`config.mk`:
```
export PLATFORM = sky130hd
export DESIGN_NAME = adc_mv_display
export DESIGN_NICKNAME = d
export VERILOG_FILES = /design/src/rtl/adc_disp_pkg.sv /design/src/rtl/mv_bin2bcd.sv /design/src/rtl/adc_mv_display.sv
export SDC_FILE = /design/constraint.sdc
export NUM_CORES = 1
export LEC_CHECK = 0
export ABC_AREA = 0
export BUFFER_PORTS_ARGS = -buffer_cell sky130_fd_sc_hd__buf_2
export CAP_MARGIN = 25
export CORE_UTILIZATION = 35
export CTS_CLUSTER_DIAMETER = 200
export DETAILED_ROUTE_END_ITERATION = 12
export SLEW_MARGIN = 30
export SYNTH_ARGS = -nofsm -noshare
export SYNTH_HDL_FRONTEND = slang
export SYNTH_SLANG_ARGS = --single-unit
```
`constraint.sdc`:
```
create_clock -name clk -period 3.4 [get_ports clk]
set_clock_uncertainty 0.2 [all_clocks]
set_input_delay 0.17 -clock clk [delete_from_list [all_inputs] [get_ports clk]]
set_output_delay 0.17 -clock clk [all_outputs]
set_load 0.02 [all_outputs]
```
`src/rtl/adc_disp_pkg.sv`:
```
// Shared types and constants for the millivolt display block:
// converter state encoding, bus widths, 7-segment codes and small helpers.
package adc_disp_pkg;

   localparam int MV_W       = 12;
   localparam int BCD_W      = 16;
   localparam int NUM_DIGITS = 4;
   localparam int SHIFT_W    = MV_W + BCD_W;

   typedef enum logic [1:0] {
      IDLE  = 2'd0,
      LOAD  = 2'd1,
      SHIFT = 2'd2,
      DONE  = 2'd3
   } conv_state_t;

   // Active-low segment codes, bit 0 = a ... bit 6 = g.
   localparam logic [6:0] SEG_0     = 7'h40;
   localparam logic [6:0] SEG_1     = 7'h79;
   localparam logic [6:0] SEG_2     = 7'h24;
   localparam logic [6:0] SEG_3     = 7'h30;
   localparam logic [6:0] SEG_4     = 7'h19;
   localparam logic [6:0] SEG_5     = 7'h12;
   localparam logic [6:0] SEG_6     = 7'h02;
   localparam logic [6:0] SEG_7     = 7'h78;
   localparam logic [6:0] SEG_8     = 7'h00;
   localparam logic [6:0] SEG_9     = 7'h10;
   localparam logic [6:0] SEG_BLANK = 7'h7F;

   // Decimal digit to segment pattern; non-decimal codes show blank.
   function automatic logic [6:0] seg_decode(input logic [3:0] nib);
      logic [6:0] code;
      case (nib)
         4'd0:    code = SEG_0;
         4'd1:    code = SEG_1;
         4'd2:    code = SEG_2;
         4'd3:    code = SEG_3;
         4'd4:    code = SEG_4;
         4'd5:    code = SEG_5;
         4'd6:    code = SEG_6;
         4'd7:    code = SEG_7;
         4'd8:    code = SEG_8;
         4'd9:    code = SEG_9;
         default: code = SEG_BLANK;
      endcase
      return code;
   endfunction

   // Double-dabble nibble correction; 4-bit wrap, no carry out.
   function automatic logic [3:0] bcd_adjust(input logic [3:0] nib);
      logic [3:0] res;
      if (nib >= 4'd5) begin
         res = nib + 4'd3;
      end else begin
         res = nib;
      end
      return res;
   endfunction

endpackage

```
`src/rtl/mv_bin2bcd.sv`:
```
// Sequential 12-bit binary to 4-digit BCD converter (shift-add-3).
// start is taken in IDLE; bin is sampled in LOAD; bcd and a one-cycle
// done pulse are registered on leaving DONE.
module mv_bin2bcd
   import adc_disp_pkg::*;
(
   input  logic              clk,
   input  logic              rst_n,
   input  logic              start,
   input  logic [MV_W-1:0]   bin,
   output logic              busy,
   output logic              done,
   output logic [BCD_W-1:0]  bcd
);

   conv_state_t          state_r, state_nxt;
   logic [SHIFT_W-1:0]   shift_r, shift_nxt;
   logic [SHIFT_W-1:0]   adj_s;
   logic [3:0]           iter_r, iter_nxt;
   logic [BCD_W-1:0]     bcd_r, bcd_nxt;
   logic                 done_r, done_nxt;

   // State register of the conversion engine.
   always_ff @(posedge clk or negedge rst_n) begin
      if (!rst_n) begin
         state_r <= IDLE;
      end else begin
         state_r <= state_nxt;
      end
   end

   // Next-state and datapath: load, 12 adjust+shift steps, publish.
   always_comb begin
      state_nxt = state_r;
      shift_nxt = shift_r;
      iter_nxt  = iter_r;
      bcd_nxt   = bcd_r;
      done_nxt  = 1'b0;
      adj_s     = shift_r;
      adj_s[MV_W+3  -: 4] = bcd_adjust(shift_r[MV_W+3  -: 4]);
      adj_s[MV_W+7  -: 4] = bcd_adjust(shift_r[MV_W+7  -: 4]);
      adj_s[MV_W+11 -: 4] = bcd_adjust(shift_r[MV_W+11 -: 4]);
      adj_s[MV_W+15 -: 4] = bcd_adjust(shift_r[MV_W+15 -: 4]);
      case (state_r)
         IDLE: begin
            if (start) begin
               state_nxt = LOAD;
            end else begin
               state_nxt = IDLE;
            end
         end
         LOAD: begin
            shift_nxt = {{BCD_W{1'b0}}, bin};
            iter_nxt  = 4'd0;
            state_nxt = SHIFT;
         end
         SHIFT: begin
            shift_nxt = {adj_s[SHIFT_W-2:0], 1'b0};
            iter_nxt  = iter_r + 4'd1;
            if (iter_r == 4'd11) begin
               state_nxt = DONE;
            end else begin
               state_nxt = SHIFT;
            end
         end
         DONE: begin
            bcd_nxt   = shift_r[SHIFT_W-1:MV_W];
            done_nxt  = 1'b1;
            state_nxt = IDLE;
         end
         default: begin
            state_nxt = IDLE;
         end
      endcase
   end

   // Datapath and output registers.
   always_ff @(posedge clk or negedge rst_n) begin
      if (!rst_n) begin
         shift_r <= '0;
         iter_r  <= 4'd0;
         bcd_r   <= '0;
         done_r  <= 1'b0;
      end else begin
         shift_r <= shift_nxt;
         iter_r  <= iter_nxt;
         bcd_r   <= bcd_nxt;
         done_r  <= done_nxt;
      end
   end

   assign busy = (state_r != IDLE);
   assign done = done_r;
   assign bcd  = bcd_r;

endmodule

```
`src/rtl/adc_mv_display.sv`:
```
// Millivolt display: synchronises and filters the asynchronous mv_in bus,
// converts accepted values to BCD and scans a 4-digit common-anode display.
// Build option: define ADC_DISP_LZB_EN for leading-zero blanking of the
// thousands, hundreds and tens digits (bcd output is unaffected).
module adc_mv_display
   import adc_disp_pkg::*;
#(
   parameter int REFRESH_DIV = 50000
)(
   input  logic              clk,
   input  logic              rst_n,
   input  logic [MV_W-1:0]   mv_in,
   output logic [6:0]        seg,
   output logic [3:0]        an,
   output logic [BCD_W-1:0]  bcd,
   output logic              bcd_valid
);

   localparam int              CNT_W   = 20;
   localparam logic [CNT_W-1:0] CNT_MAX = CNT_W'(REFRESH_DIV - 1);

   logic [MV_W-1:0]   s1_r, s2_r, last_r;
   logic              accept_s;
   logic              conv_busy_s;
   logic              conv_done_s;
   logic [BCD_W-1:0]  conv_bcd_s;
   logic [CNT_W-1:0]  refresh_cnt_r;
   logic [1:0]        digit_idx_r;
   logic [3:0]        nib_s;
   logic              blank_s;
   logic [6:0]        seg_nxt, seg_r;
   logic [3:0]        an_nxt, an_r;

   // A value is taken only when two consecutive samples agree and it is new.
   assign accept_s = (s1_r == s2_r) && (s2_r != last_r) && !conv_busy_s;

   // Two-stage capture of mv_in and the last accepted value.
   always_ff @(posedge clk or negedge rst_n) begin
      if (!rst_n) begin
         s1_r   <= '0;
         s2_r   <= '0;
         last_r <= '0;
      end else begin
         s1_r <= mv_in;
         s2_r <= s1_r;
         if (accept_s) begin
            last_r <= s2_r;
         end else begin
            last_r <= last_r;
         end
      end
   end

   mv_bin2bcd u_bin2bcd (
      .clk   (clk),
      .rst_n (rst_n),
      .start (accept_s),
      .bin   (last_r),
      .busy  (conv_busy_s),
      .done  (conv_done_s),
      .bcd   (conv_bcd_s)
   );

   // Digit dwell counter and digit index.
   always_ff @(posedge clk or negedge rst_n) begin
      if (!rst_n) begin
         refresh_cnt_r <= '0;
         digit_idx_r   <= 2'd0;
      end else if (refresh_cnt_r == CNT_MAX) begin
         refresh_cnt_r <= '0;
         digit_idx_r   <= digit_idx_r + 2'd1;
      end else begin
         refresh_cnt_r <= refresh_cnt_r + CNT_W'(1);
         digit_idx_r   <= digit_idx_r;
      end
   end

   // Select the current digit of the published bcd and form seg/an.
   always_comb begin
      nib_s   = 4'd0;
      blank_s = 1'b0;
      case (digit_idx_r)
         2'd0:    nib_s = conv_bcd_s[3:0];
         2'd1:    nib_s = conv_bcd_s[7:4];
         2'd2:    nib_s = conv_bcd_s[11:8];
         2'd3:    nib_s = conv_bcd_s[15:12];
         default: nib_s = 4'd0;
      endcase
`ifdef ADC_DISP_LZB_EN
      case (digit_idx_r)
         2'd1:    blank_s = (conv_bcd_s[15:4]  == 12'd0);
         2'd2:    blank_s = (conv_bcd_s[15:8]  == 8'd0);
         2'd3:    blank_s = (conv_bcd_s[15:12] == 4'd0);
         default: blank_s = 1'b0;
      endcase
`else
      blank_s = 1'b0;
`endif
      if (blank_s) begin
         seg_nxt = SEG_BLANK;
      end else begin
         seg_nxt = seg_decode(nib_s);
      end
      an_nxt = ~(4'b0001 << digit_idx_r);
   end

   // seg and an share one register stage so they switch together.
   always_ff @(posedge clk or negedge rst_n) begin
      if (!rst_n) begin
         seg_r <= SEG_BLANK;
         an_r  <= 4'hF;
      end else begin
         seg_r <= seg_nxt;
         an_r  <= an_nxt;
      end
   end

   assign seg       = seg_r;
   assign an        = an_r;
   assign bcd       = conv_bcd_s;
   assign bcd_valid = conv_done_s;

endmodule
```
# Yosys cells after proc, flatten, opt, wreduce, memory -nomap -nowiden
# Memories as Yosys holds them, arrays and structs flattened. A register that Yosys moved wholly into a read port is not among the register bits.
# Cells that the tools add are included.
# totals
elab_cells	55
romBits	112
mem_count	1
reg_bits	113
# mem_list
memory	words	width	rd	rd_ports_with_merged_regs	write_ports	line	text
(name not given)	16	7	1	1	0	adc_disp_pkg.sv:33	case (nib)
# op_classes
n_bitwise	1
n_shift	1
n_mux	12
reduce_logical	8
add_sub_neg	7
eq_ne	10
order_cmp	4
# op_table
cell	count
$pmux W28 S2	1
$add A20 B1 Y20 const B	1
$eq A20 B16 Y1 const B	1
$mux W20	1
$ge A4 B3 Y1 const B	4
$pmux W4 S4	1
$add A4 B2 Y4 const B	3
$eq A12 B12 Y1	1
$mux W4	3
$ne A12 B12 Y1	1
$eq A2 B2 Y1 const B	4
$pmux W2 S4	1
$pmux W4 S2	1
$add A4 B1 Y4 const B	1
$eq A2 B1 Y1 const B	2
$eq A4 B4 Y1 const B	1
$logic_not A2 Y1	2
$not A4 Y4	1
$reduce_bool A2 Y1	2
$shl A1 B2 Y4 const A	1
$add A3 B2 Y3 const B	1
$mux W1	3
$mux W3	1
$add A2 B1 Y2 const B	1
other kinds (2)	4

# Longest topological paths before layout
# depth
ltp_word	5
depth_mapped	9
mapped_depth_nobuf	9

# Cells and area by module
# From an unflattened synthesis, not the netlist that was laid out.
# hier_totals
hier_cells	454
area_unflattened_um2	5447.7
# by_module_without_submodules
mod	cells_per_inst	n_inst	area_each_um2
adc_mv_display	231	1	2946.6
mv_bin2bcd	223	1	2501.1

# Worst setup path after synthesis
# OpenSTA, ideal clock, no wires.
# synth_path
path_kind	reg2reg
startpoint	register digit_idx_r[0]
endpoint	register seg_r[6] (netlist: seg[6])
path_slack_ns	1.247
setup_ns	0.073
arrival_ns	1.880
path_stages_with_launch	10
required_ns	3.127
path_cell_list	dfrtp_1 -> inv_1 -> ha_1 -> clkbuf_1 -> mux2i_1 -> ha_1 -> inv_1 -> mux2i_1 -> nor2_1 -> a21oi_1
# synth_via
elab_chain_cells	2
word_cells_on_any_way	5
cone_classes	eq/ne (3); mux (1); reduce/logical (1)
# synth_rtl
item	line	text
start: declaration	adc_mv_display.sv:28	logic [1:0] digit_idx_r;
start signal: assignment	adc_mv_display.sv:71	digit_idx_r <= digit_idx_r + 2'd1;
start signal: assignment	adc_mv_display.sv:74	digit_idx_r <= digit_idx_r;
$eq A2 B2 Y1, or another cell as far along	adc_mv_display.sv:82	case (digit_idx_r)
$pmux W4 S4 (*)	adc_mv_display.sv:82	
end: declaration	adc_mv_display.sv:31	logic [6:0] seg_nxt, seg_r;
# Every way passes the cells marked *; elsewhere a longest branch is shown, timed or not.
# A chain may end at the register's enable or synchronous reset.

# Worst setup path in the final report
# layout_path
startpoint	register digit_idx_r[0]
endpoint	register seg_r[3] (netlist: seg[3])
# Same word-level chain as after synthesis.

==> results by group <==
Floorplan
  • Chip height: 124.4 um
  • Die area: ~15000 um2
  • Row count: 44
  • Core ar.: about 15000 um2
  • Initial core utilization: 0.3592
  • Top-level I/O count: 42
  • Die X: 124.4 um

Route
  • Wire per inst: 13.80 um
  • Vias per inst: 4.889
  • DRC Markers: 0
  • Routed wire length: ~10 mm
  • DR pass1 iterations: 6
  • Post-route ant nets: 0
  • Initial DRC count: roughly 200
  • Vias: between 3000 and 4000

GRT
  • Total gr overflow: 0
  • Total track usage: 0.1410
  • Number of global-route vias before repair: 3553
  • Largest net degree at the start of global routing: 72
  • Initial antenna violation count: 0
  • First-pass GRT wire length: approximately 17 mm

Clocking
  • Cts bufs inserted: 17
  • Later-pin clock latency in the skew report: ~0.41 ns
  • Htree depth: 4
  • Longest Clk Path Bufs: 2
  • Reg clk slew, reported paths: about 0.05 ns
  • Setup Buffers After CTS: 0
  • Hold Buf Count CTS: 13
  • CTS root buffer: clkbuf_16
  • CTS tree: built
  • Post_cts resized: 0
  • Clock sink count: 120

Placement
  • Area after DPL: 5674 um2
  • DPL Wire Length: approximately 6.6 mm
  • Cells after DPL: 660
  • Port bufs: 41
  • Final GP Congestion: slightly below 0.8

Critical path
  • Crit path max fanout: 8
  • Arr. time, crit path: 2.64 ns
  • Crit start category: flip-flop
  • Required @ worst endpoint: between 3 and 4 ns
  • Largest stage delay, worst path: 0.48 ns
  • Crit-path cells: inv_1, ha_1, a222oi_1, mux2i_1, o21ai_0, o31ai_1, a21o_1
  • Critical Setup Path Class: reg -> reg
  • CP Capture Type: flip-flop
  • CP max-delay cell: a222oi_1

STA
  • RSZ-0062 raised after global routing: no
  • Max-slew headroom: 0.4477
  • Worst-Margin Slew: ~0.83 ns
  • Final setup viols: 0
  • Post-route minimum period: 2.507 ns
  • F_max: 398.9 MHz
  • Final Cycle Share: 0.7373
  • Fin Setup TNS: 0 ns
  • Slew Viols, Final: 0
  • Min Hold Slack: 0.1507 ns
  • Count of final hold-check violations: 0

Yosys
  • Post-Syn Nets: 478
  • Synth cell count leaders: dfrtp_1 (109), xnor2_1 (41), inv_1 (35), nor2_1 (30), mux2_2 (25)
  • Yosys top cell area share: 0.5205
  • Asr flop ratio synth: 1.000
  • Number of synthesized flops with an enable pin: 0
  • Yosys cell types: 34
  • Area of the mapped netlist: roughly 5200 um2
  • Syn_area_per_cell: ~12 um2
  • Top-count cell post-synth: dfrtp_1
  • Largest area contributor in the netlist: dfrtp_1
  • Largest cells by area after synthesis: dfrtp_1 (52%), xnor2_1 (6.9%), dfstp_2 (5.5%)
  • Synth Register Bits: 120
  • Synthesized netlist cell count: 442
  • Post-synthesis sequential area ratio: 0.5757
  • Warnings from Yosys: 0
  • Post-synth top flop: dfrtp_1

Pwr
  • Peak supply drop: around 0.00033 V
  • Pwr Density: 555.9 nW/um2
  • Static leakage: just under 3 nW

Layout
  • Syn-to-layout area delta: 22.95%
  • Nets: 544
  • Design area: 6442 um2
  • Share of layout cells above drive strength 1: 0.2188
  • # diodes: 0
  • Final cell count without fillers: approximately 700

Run status
  • Outcome: finished clean

Job
  • Max-cap violations: 0

Worst hold path
  • Min-delay worst type: in -> async
metal layers:
layer | track usage | vias to the layer above | wire length [um]
met1 | 0.1811 | 1706 | 4504
met2 | 0.2155 | 65 | 4631
met4 | 0.07229 | 0 | 189
li1 | - | 1658 | -
met3 | 0.04124 | 18 | 401
met5 | 0 | - | 0
cells in the final DEF (no fill, tap or decap), types with 2 or more instances in the layout:
cell type	synthesis	routed
bufinv_16	0	4
dfstp_2	11	11
nand2_1	19	19
nor4_1	3	3
a222oi_1	4	4
a21oi_1	20	20
nor2b_1	2	2
nand4_1	10	10
nand3_1	13	13
buf_4	0	6
xnor2_1	41	41
clkbuf_8	0	4
xor2_1	9	9
o22ai_1	12	12
o21ai_0	14	14
a21o_1	2	2
clkinv_2	0	2
nor3_1	6	6
inv_1	35	35
clkbuf_16	0	17
dfrtp_1	109	109
o31ai_1	2	2
a31oi_1	5	5
mux2i_1	18	18
ha_1	22	22
nor2_1	30	30
clkbuf_1	11	4
dlygate4sd3_1	0	13
buf_2	0	40
o32ai_1	3	3
nand2b_1	5	5
nand4b_1	2	2
mux2_2	25	25
worst max-delay path, delay by kind of cell, from the launching register on:
family	cells	cell delay, ns
flip-flops	1	0.37
AO/OA/AOI/OAI	4	1.17
buffers and inverters	1	0.11
multiplexers	1	0.32
adder cells (fa/ha/maj)	1	0.27
flip-flops by register name, summed over array words and instances, names as in the netlist:
| register | count |
|---|---|
| s1_r | 12 |
| u_bin2bcd.iter_r | 4 |
| u_bin2bcd.done | 1 |
| u_bin2bcd.state_r | 2 |
| digit_idx_r | 2 |
| s2_r | 12 |
| u_bin2bcd.shift_r | 28 |
| an | 4 |
| seg | 7 |
| u_bin2bcd.bcd | 16 |
| refresh_cnt_r | 20 |
| last_r | 12 |
report_power, final:
part | switching [mW] | total [mW] | internal, mW
clock network | 0.606 | 1.91 | 1.30
registers | 0.0399 | 1.53 | 1.49
logic | 0.0744 | 0.139 | 0.0644
final timing paths:
path | startpoint | slack, ns | endpoint | depth (start not counted)
worst min-delay path | rst_n | 0.15 | s2_r[6] | 2
min in group clk | s1_r[9] | 0.19 | s2_r[9] | 0
max in group asynchronous | rst_n | 2.08 | u_bin2bcd.shift_r[15] | 3
worst max register to register | digit_idx_r[0] | 0.89 | seg[3] | 7
worst min register to register | s1_r[9] | 0.19 | s2_r[9] | 0
worst max-delay path | digit_idx_r[0] | 0.89 | seg[3] | 7
cell families (layout without fill, tap and decap cells):
logic type,count (synthesis),count (layout),share of synthesized area
xor gates and xnor gates,50,50,0.08357
muxes,43,43,0.08811
adders and majority gates,22,22,0.05253
DFF,120,120,0.5757
and+or+nand+nor,93,93,0.08739
buffers and inverters,48,127,0.03439
AOI/OAI and AO/OA,66,66,0.07832
layout make-up:
cell class	count	area (um2)
Clock buffer	25	495.5
Multi-Input combinational cell	274	2043
Clock inverter	7	138.9
Timing Repair Buffer	60	386.6
Fill cell	1329	8147
Sequential cell	120	3017
Inverter	35	131.4
Tap cell	184	230.2
metrics by stage:
stage               power [mW]    util  worst slack, ns
floorplan                1.624       -            1.247
global placement         1.681  0.3889            1.006
detailed placement       1.688  0.3889           0.9576
CTS                      3.624  0.4413           0.9528
global route             3.729  0.4416           0.6771
finish                   3.581  0.4416           0.8932
Power figures use the tool's default switching activity.
